==> src/rtl/ram_dp_fifo_ctrl_pkg.sv <==
// ============================================================================
// Module   : ram_dp_fifo_ctrl_pkg
// Brief    : Shared constants and helpers for the dual-port-RAM FIFO controller
// Revision : 1.0  initial release
// ============================================================================
`default_nettype none

package ram_dp_fifo_ctrl_pkg;

  // Output buffer occupancy codes (head + skid entry)
  localparam logic [1:0] BUF_EMPTY = 2'd0;
  localparam logic [1:0] BUF_ONE   = 2'd1;
  localparam logic [1:0] BUF_TWO   = 2'd2;

  // A new RAM read may start only if the buffer can hold its return next cycle
  function automatic logic issue_ok(input logic [1:0] occ,
                                    input logic       inflight,
                                    input logic       pop);
    logic [2:0] committed;
    committed = {1'b0, occ} + {2'b00, inflight} - {2'b00, pop};
    return (committed < {1'b0, BUF_TWO});
  endfunction

endpackage

`default_nettype wire

==> src/rtl/ram_dualport.sv <==
// ============================================================================
// Module   : ram_dualport
// Brief    : True dual-port RAM, one clock, registered (read-old) outputs
// Revision : 1.0  initial release
// ============================================================================
`default_nettype none

module ram_dualport #(
  parameter int RAM_ADDR_WIDTH = 8,
  parameter int RAM_DATA_WIDTH = 8
) (
  input  logic                      in_clk,
  input  logic [RAM_ADDR_WIDTH-1:0] in_addr_a,
  input  logic [RAM_DATA_WIDTH-1:0] in_data_a,
  input  logic                      in_wr_a,
  output logic [RAM_DATA_WIDTH-1:0] out_data_a,
  input  logic [RAM_ADDR_WIDTH-1:0] in_addr_b,
  input  logic [RAM_DATA_WIDTH-1:0] in_data_b,
  input  logic                      in_wr_b,
  output logic [RAM_DATA_WIDTH-1:0] out_data_b
);

  localparam int RAM_DEPTH = 2 ** RAM_ADDR_WIDTH;

  logic [RAM_DATA_WIDTH-1:0] r_mem [RAM_DEPTH];
  logic [RAM_DATA_WIDTH-1:0] r_data_a;
  logic [RAM_DATA_WIDTH-1:0] r_data_b;

  // Both ports in one process so the array has a single driver
  always_ff @(posedge in_clk) begin
    if (in_wr_a) r_mem[in_addr_a] <= in_data_a;
    if (in_wr_b) r_mem[in_addr_b] <= in_data_b;
    r_data_a <= r_mem[in_addr_a];
    r_data_b <= r_mem[in_addr_b];
  end

  assign out_data_a = r_data_a;
  assign out_data_b = r_data_b;

endmodule

`default_nettype wire

==> src/rtl/ram_dp_fifo_ctrl.sv <==
// ============================================================================
// Module   : ram_dp_fifo_ctrl
// Brief    : FWFT FIFO over ram_dualport with a 2-entry output skid buffer
// Revision : 1.0  initial release
// ============================================================================
`default_nettype none

module ram_dp_fifo_ctrl
  import ram_dp_fifo_ctrl_pkg::*;
#(
  parameter int ADDR_WIDTH = 8,
  parameter int DATA_WIDTH = 8
) (
  input  logic                  in_clk,
  input  logic                  in_rst_n,
  input  logic                  in_flush,
  input  logic                  in_wr_en,
  input  logic [DATA_WIDTH-1:0] in_wr_data,
  output logic                  out_full,
  output logic                  out_overflow,
  output logic                  out_rd_valid,
  input  logic                  in_rd_ready,
  output logic [DATA_WIDTH-1:0] out_rd_data,
  output logic                  out_empty,
  output logic [ADDR_WIDTH:0]   out_level
);

  localparam int                DEPTH   = 2 ** ADDR_WIDTH;
  localparam logic [ADDR_WIDTH:0] c_DEPTH = (ADDR_WIDTH + 1)'(DEPTH);

  logic [ADDR_WIDTH-1:0] r_wr_ptr;
  logic [ADDR_WIDTH-1:0] r_rd_ptr;
  logic [ADDR_WIDTH:0]   r_ram_cnt;
  logic                  r_inflight;
  logic [1:0]            r_buf_occ;
  logic [DATA_WIDTH-1:0] r_buf_head;
  logic [DATA_WIDTH-1:0] r_buf_skid;
  logic [ADDR_WIDTH:0]   r_level;
  logic                  r_full;
  logic                  r_empty;
  logic                  r_overflow;

  logic                  w_push;
  logic                  w_pop;
  logic                  w_issue;
  logic [ADDR_WIDTH:0]   w_level_nxt;
  logic [1:0]            w_occ_nxt;
  logic [DATA_WIDTH-1:0] w_head_nxt;
  logic [DATA_WIDTH-1:0] w_skid_nxt;
  logic [DATA_WIDTH-1:0] w_rd_data;
  logic [DATA_WIDTH-1:0] w_unused_data_a;

  ram_dualport #(
    .RAM_ADDR_WIDTH (ADDR_WIDTH),
    .RAM_DATA_WIDTH (DATA_WIDTH)
  ) u_ram (
    .in_clk     (in_clk),
    .in_addr_a  (r_wr_ptr),
    .in_data_a  (in_wr_data),
    .in_wr_a    (w_push),
    .out_data_a (w_unused_data_a),
    .in_addr_b  (r_rd_ptr),
    .in_data_b  ('0),
    .in_wr_b    (1'b0),
    .out_data_b (w_rd_data)
  );

  assign w_push  = in_wr_en & ~r_full;
  assign w_pop   = (r_buf_occ != BUF_EMPTY) & in_rd_ready;
  // r_ram_cnt only includes writes from earlier edges, so a word is never
  // read back on the edge that writes it
  assign w_issue = (r_ram_cnt != '0) & issue_ok(r_buf_occ, r_inflight, w_pop);

  assign w_level_nxt = r_level + (ADDR_WIDTH + 1)'(w_push) - (ADDR_WIDTH + 1)'(w_pop);

  // Pop shifts skid into head first; the returning read then lands in the
  // first free slot
  always_comb begin
    w_occ_nxt  = r_buf_occ;
    w_head_nxt = r_buf_head;
    w_skid_nxt = r_buf_skid;
    if (w_pop) begin
      w_head_nxt = r_buf_skid;
      w_occ_nxt  = r_buf_occ - 2'd1;
    end
    if (r_inflight) begin
      if (w_occ_nxt == BUF_EMPTY) w_head_nxt = w_rd_data;
      else                        w_skid_nxt = w_rd_data;
      w_occ_nxt = w_occ_nxt + BUF_ONE;
    end
  end

  always_ff @(posedge in_clk or negedge in_rst_n) begin
    if (!in_rst_n) begin
      r_wr_ptr   <= '0;
      r_rd_ptr   <= '0;
      r_ram_cnt  <= '0;
      r_inflight <= 1'b0;
      r_buf_occ  <= BUF_EMPTY;
      r_buf_head <= '0;
      r_buf_skid <= '0;
      r_level    <= '0;
      r_full     <= 1'b0;
      r_empty    <= 1'b1;
      r_overflow <= 1'b0;
    end else if (in_flush) begin
      r_wr_ptr   <= '0;
      r_rd_ptr   <= '0;
      r_ram_cnt  <= '0;
      r_inflight <= 1'b0;
      r_buf_occ  <= BUF_EMPTY;
      r_buf_head <= '0;
      r_buf_skid <= '0;
      r_level    <= '0;
      r_full     <= 1'b0;
      r_empty    <= 1'b1;
      r_overflow <= 1'b0;
    end else begin
      if (w_push)  r_wr_ptr <= r_wr_ptr + ADDR_WIDTH'(1);
      if (w_issue) r_rd_ptr <= r_rd_ptr + ADDR_WIDTH'(1);
      r_ram_cnt  <= r_ram_cnt + (ADDR_WIDTH + 1)'(w_push) - (ADDR_WIDTH + 1)'(w_issue);
      r_inflight <= w_issue;
      r_buf_occ  <= w_occ_nxt;
      r_buf_head <= w_head_nxt;
      r_buf_skid <= w_skid_nxt;
      r_level    <= w_level_nxt;
      r_full     <= (w_level_nxt == c_DEPTH);
      r_empty    <= (w_level_nxt == '0);
      if (in_wr_en && r_full) r_overflow <= 1'b1;
    end
  end

  assign out_full     = r_full;
  assign out_empty    = r_empty;
  assign out_overflow = r_overflow;
  assign out_level    = r_level;
  assign out_rd_valid = (r_buf_occ != BUF_EMPTY);
  assign out_rd_data  = r_buf_head;

endmodule

`default_nettype wire

==> config.mk <==
export PLATFORM = sky130hd
export DESIGN_NAME = ram_dp_fifo_ctrl
export DESIGN_NICKNAME = d
export VERILOG_FILES = /design/src/rtl/ram_dp_fifo_ctrl_pkg.sv /design/src/rtl/ram_dualport.sv /design/src/rtl/ram_dp_fifo_ctrl.sv
export SDC_FILE = /design/constraint.sdc
export NUM_CORES = 2
export LEC_CHECK = 0
export CORE_UTILIZATION = 30
export DETAILED_ROUTE_END_ITERATION = 10
export GPL_TIMING_DRIVEN = 1
export MAX_ROUTING_LAYER = met4
export PLACE_DENSITY = 0.52
export SETUP_SLACK_MARGIN = 0.3
export SYNTH_ARGS = -nofsm -noshare
export SYNTH_HDL_FRONTEND = slang
export SYNTH_SLANG_ARGS = --single-unit
==> constraint.sdc <==
create_clock -name in_clk -period 4.9 [get_ports in_clk]
set_input_delay 0.98 -clock in_clk [delete_from_list [all_inputs] [get_ports in_clk]]
set_output_delay 0.98 -clock in_clk [all_outputs]
set_load 0.005 [all_outputs]
==> results_tabular.tex <==
\begin{tabular}{lr}
\hline
Metric & Value \\
\hline
\multicolumn{2}{l}{\textbf{Clock tree}} \\
\quad Number of sinks driven by the clock tree & about 2100 \\
\quad \# H-tree levels & 4 \\
\quad Num CTS Buffers & roughly 210 \\
\quad Cts hold-fix bufs & 0 \\
\quad Worst-path clk slew & roughly 0.060 ns \\
\quad Post-CTS repair timing setup buffer count & 0 \\
\quad CTS root buffer & sky130\_fd\_sc\_hd\_\_clkbuf\_16 \\
\quad Number of buffers between clock root and the deepest sink & 3 \\
\quad CTS tree & done \\
\quad Later-pin clock latency in the skew report & between 0.8 and 0.9 ns \\
\quad Count of instances resized after the clock tree is built & 0 \\
\multicolumn{2}{l}{\textbf{Status}} \\
\quad Run status & finished clean \\
\multicolumn{2}{l}{\textbf{Synthesis}} \\
\quad Top FF cell, synth & sky130\_fd\_sc\_hd\_\_edfxtp\_1 \\
\quad Synthesized cell area & about 80000 µm² \\
\quad Syn Area/Cell & about 21 µm² \\
\quad Number of instances in the synthesized netlist & 3924 \\
\quad Most common cell in the netlist & sky130\_fd\_sc\_hd\_\_edfxtp\_1 \\
\quad Post-synth top cells & 2048 x sky130\_fd\_sc\_hd\_\_edfxtp\_1, 480 x sky130\_fd\_sc\_hd\_\_mux4\_2, 345 x sky130\_fd\_sc\_hd\_\_nor2\_1, 126 x sky130\_fd\_sc\_hd\_\_clkbuf\_1, 99 x sky130\_fd\_sc\_hd\_\_mux2i\_1 \\
\quad Post-Syn Nets & about 4000 \\
\quad Synth top area share & $\sim$75\% \\
\quad Post-synth ARST share & around 2.7\% \\
\quad Largest cells by area after synthesis & sky130\_fd\_sc\_hd\_\_edfxtp\_1 75\%, sky130\_fd\_sc\_hd\_\_mux4\_2 13\%, sky130\_fd\_sc\_hd\_\_dfrtp\_1 1.7\%, sky130\_fd\_sc\_hd\_\_nor2\_1 1.6\%, sky130\_fd\_sc\_hd\_\_mux2i\_1 1.2\% \\
\quad Synth warnings & 0 \\
\quad Number of enable flip-flop cells after synthesis & between 2000 and 2500 \\
\quad Library cell with the largest summed area after synthesis & sky130\_fd\_sc\_hd\_\_edfxtp\_1 \\
\quad Register area share after synthesis & between 70\% and 80\% \\
\quad Number of register bits inferred by synthesis & roughly 2100 \\
\quad Post-synth cell types & 53 \\
\multicolumn{2}{l}{\textbf{Timing}} \\
\quad Final clock skew & between 0.06 and 0.07 ns \\
\quad Setup-violating endpoint count in the final report & 0 \\
\quad Highest clock frequency the design can meet & 257 MHz \\
\quad Min Tclk post-route & $\sim$3.9 ns \\
\quad Setup TNS & 0 ns \\
\quad Count of endpoints failing hold in the final timing report & 0 \\
\quad Unrepaired setup endpoints after global routing & false \\
\quad Slew at the pin closest to its max-slew limit & between 1 and 1.5 ns \\
\quad Part of the cycle the worst path needs & 79.4\% \\
\quad Number of pins exceeding their max-slew limit in the final report & 0 \\
\quad Max\_slew headroom & roughly 16\% \\
\multicolumn{2}{l}{\textbf{Die}} \\
\quad Standard-cell rows & between 150 and 200 \\
\quad Top-level port count & 34 \\
\quad Die Footprint & between 200000 and 300000 µm² \\
\quad Initial core utilization & 30.2\% \\
\quad Die extent in x & 524 µm \\
\quad Area inside the core boundary & roughly 270000 µm² \\
\quad Chip Height & between 500 and 600 µm \\
\multicolumn{2}{l}{\textbf{Setup path}} \\
\quad Worst r2r src & r\_buf\_occ[0] \\
\quad Depth of the most critical reg-to-reg path & 18 \\
\quad Critical path data required time & approximately 5.7 ns \\
\quad Reg-to-Reg End & r\_ram\_cnt[8] \\
\quad Launch point of the critical path & in\_rd\_ready \\
\quad Critical Path AT & 4.66 ns \\
\quad Worst setup SP type & input port \\
\quad Critical Setup Path Class & in -> reg \\
\quad Reg-to-reg setup timing slack & about 1.0 ns \\
\quad Kind of end point of the critical path & flop \\
\quad Maximum fanout along the worst path & 3 \\
\multicolumn{2}{l}{\textbf{Global routing}} \\
\quad Total global-route track usage & between 15 and 20\% \\
\quad Maximum number of pins on one net before global-route repair & 132 \\
\quad Overall overflow remaining after global route & 0 \\
\quad Initial antenna violation count & 1 \\
\quad Global-route wire length before repair & 299 mm \\
\quad Number of global-route vias before repair & $\sim$40000 \\
\multicolumn{2}{l}{\textbf{Power}} \\
\quad Tot Pwr & roughly 0.043 W \\
\quad Worst voltage drop across the vdd grid & $\sim$340 µV \\
\quad Power density over the cells & 459 nW/µm² \\
\quad Leak pwr & roughly 28 nW \\
\multicolumn{2}{l}{\textbf{Finish}} \\
\quad Filler-free cell count of the finished design & about 7800 \\
\quad P\&R area growth vs syn & 14.7\% \\
\quad Final core utilization & about a third \\
\quad Final \#Nets & roughly 4100 \\
\quad Total of fill cells in the finished design & between 20000 and 30000 \\
\quad Sequential cell area in the final layout & between 60000 and 70000 µm² \\
\quad Total area of multi-input combinational cells & approximately 18000 µm² \\
\quad Layout cell share with drive strength beyond 1 & 22.1\% \\
\multicolumn{2}{l}{\textbf{Route}} \\
\quad Routed wire length per instance & 26.6 µm \\
\quad Total Routed Length & approximately 210 mm \\
\quad Vias after detailed routing & between 30000 and 40000 \\
\quad Iteration-0 DRC Markers & around 3600 \\
\quad Iteration count of the initial detailed-routing pass & 6 \\
\quad DRC violations left & 0 \\
\quad Vias per inst & 5.02 \\
\quad Number of antenna-violating nets in the routed design & 0 \\
\multicolumn{2}{l}{\textbf{Placed design}} \\
\quad Number of buffers added on ports & 33 \\
\quad Detailed Place HPWL & approximately 130 mm \\
\quad Routability Congestion & 0.808 \\
\quad Placed cells & roughly 7400 \\
\multicolumn{2}{l}{\textbf{Worst hold path}} \\
\quad HP Class & in -> async \\
\multicolumn{2}{l}{\textbf{Flow run}} \\
\quad Max Cap Violations & 0 \\
\hline
\end{tabular}
-- worst max-delay path: stages --
cell	delay (ns)
sky130_fd_sc_hd__clkdlybuf4s50_1	0.51
sky130_fd_sc_hd__buf_12	0.14
sky130_fd_sc_hd__nand2b_1	0.09
sky130_fd_sc_hd__xnor2_1	0.22
sky130_fd_sc_hd__ha_1	0.19
sky130_fd_sc_hd__inv_1	0.05
sky130_fd_sc_hd__fa_1	0.40
sky130_fd_sc_hd__xnor2_1	0.16
sky130_fd_sc_hd__o311a_1	0.25
sky130_fd_sc_hd__xnor2_1	0.08
sky130_fd_sc_hd__ha_1	0.21
sky130_fd_sc_hd__fa_1	0.43
sky130_fd_sc_hd__a21oi_1	0.15
sky130_fd_sc_hd__o21bai_1	0.10
sky130_fd_sc_hd__a21oi_1	0.19
sky130_fd_sc_hd__o21ai_0	0.14
sky130_fd_sc_hd__and3_1	0.18
sky130_fd_sc_hd__nor3_1	0.17
-- kinds of logic after synthesis --
| kind of cell | count (synthesis) | share of synthesized area [%] |
|---|---|---|
| DFF | 2112 | 77.1 |
| and+or+nand+nor | 498 | 2.59 |
| buffers and inverters | 258 | 1.49 |
| AOI/OAI and AO/OA | 421 | 3.60 |
| muxes | 579 | 14.4 |
| xor gates and xnor gates | 26 | 0.278 |
| adders and majority gates | 30 | 0.487 |
-- final cells by class --
cell class / count / area share, %
antenna: 1 / 0.00267
clock buffer: 282 / 6.01
clock inverter: 114 / 1.26
inverter: 22 / 0.0881
multi-input combinational: 1554 / 18.7
sequential: 2112 / 67.3
tap: 3570 / 4.76
timing repair buffer: 185 / 1.91
-- cell usage in the layout, fill, tap and decap left out, types with 8 or more instances in the layout --
cell type	count
sky130_fd_sc_hd__xor2_1	13
sky130_fd_sc_hd__a22oi_1	90
sky130_fd_sc_hd__buf_4	129
sky130_fd_sc_hd__a21oi_1	63
sky130_fd_sc_hd__clkbuf_16	212
sky130_fd_sc_hd__o211ai_1	14
sky130_fd_sc_hd__nand3_1	27
sky130_fd_sc_hd__o21ai_0	9
sky130_fd_sc_hd__dfrtp_1	52
sky130_fd_sc_hd__mux2i_1	99
sky130_fd_sc_hd__o22ai_1	90
sky130_fd_sc_hd__ha_1	27
sky130_fd_sc_hd__clkinv_2	23
sky130_fd_sc_hd__bufinv_16	16
sky130_fd_sc_hd__mux4_2	480
sky130_fd_sc_hd__a31oi_1	16
sky130_fd_sc_hd__a211oi_1	44
sky130_fd_sc_hd__inv_1	22
sky130_fd_sc_hd__nor2b_1	16
sky130_fd_sc_hd__nor2_1	343
sky130_fd_sc_hd__a221oi_1	18
sky130_fd_sc_hd__a22o_1	35
sky130_fd_sc_hd__edfxtp_1	2048
sky130_fd_sc_hd__buf_12	23
sky130_fd_sc_hd__clkbuf_1	63
sky130_fd_sc_hd__o221ai_1	16
sky130_fd_sc_hd__clkinv_1	53
sky130_fd_sc_hd__nand2_1	44
sky130_fd_sc_hd__dfxtp_1	8
sky130_fd_sc_hd__clkdlybuf4s50_1	23
sky130_fd_sc_hd__xnor2_1	13
sky130_fd_sc_hd__buf_8	8
sky130_fd_sc_hd__nor3_1	17
-- sequential cells by signal, indices dropped and copies added, names as in the netlist --
register,flops
out_level,9
out_full,1
r_buf_occ,2
out_empty,1
out_overflow,1
out_rd_data,8
u_ram.out_data_b,8
r_buf_skid,8
r_wr_ptr,8
r_rd_ptr,8
r_inflight,1
u_ram.r_mem,2048
r_ram_cnt,9
-- power breakdown --
group | leakage (nW) | switching [W] | internal [W] | total, W
Clock | 3.29 | 0.00695 | 0.00897 | 0.0159
Sequential | 19.2 | 0.000224 | 0.0200 | 0.0202
Combinational | 5.67 | 0.00357 | 0.00330 | 0.00688
-- how the worst max path moves through the flow --
stage | end | cells past startpoint
finish | r_ram_cnt[8] | 18
detailed placement | r_ram_cnt[8] | 18
global route | r_ram_cnt[8] | 18
floorplan | r_ram_cnt[7] | 17
global placement | r_ram_cnt[8] | 18
CTS | r_ram_cnt[8] | 18
-- layer usage --
| metal | track usage (%) | up-vias | share of wire (%) | wire length (µm) |
|---|---|---|---|---|
| met2 | 24.6 | 1062 | 49 | 101000 |
| met4 | 4.27 | 0 | 2.4 | 5060 |
| li1 | - | 16700 | - | - |
| met1 | 21.0 | 21300 | 44 | 91400 |
| met5 | - | - | 0 | 0 |
| met3 | 2.22 | 281 | 5.0 | 10400 |
-- per-stage QoR --
stage                     hold WS (ns)  setup WS [ns]  area (µm²)
final                            0.146           1.01       93800
after global routing             0.124          0.670       93800
after CTS                       0.0801          0.989       93800
after detailed placement         0.492          0.126       86900
after global placement           0.491         0.0870       86900
after floorplan                  0.472          0.378       81800
Note: power is estimated with default switching activity, not from simulation.
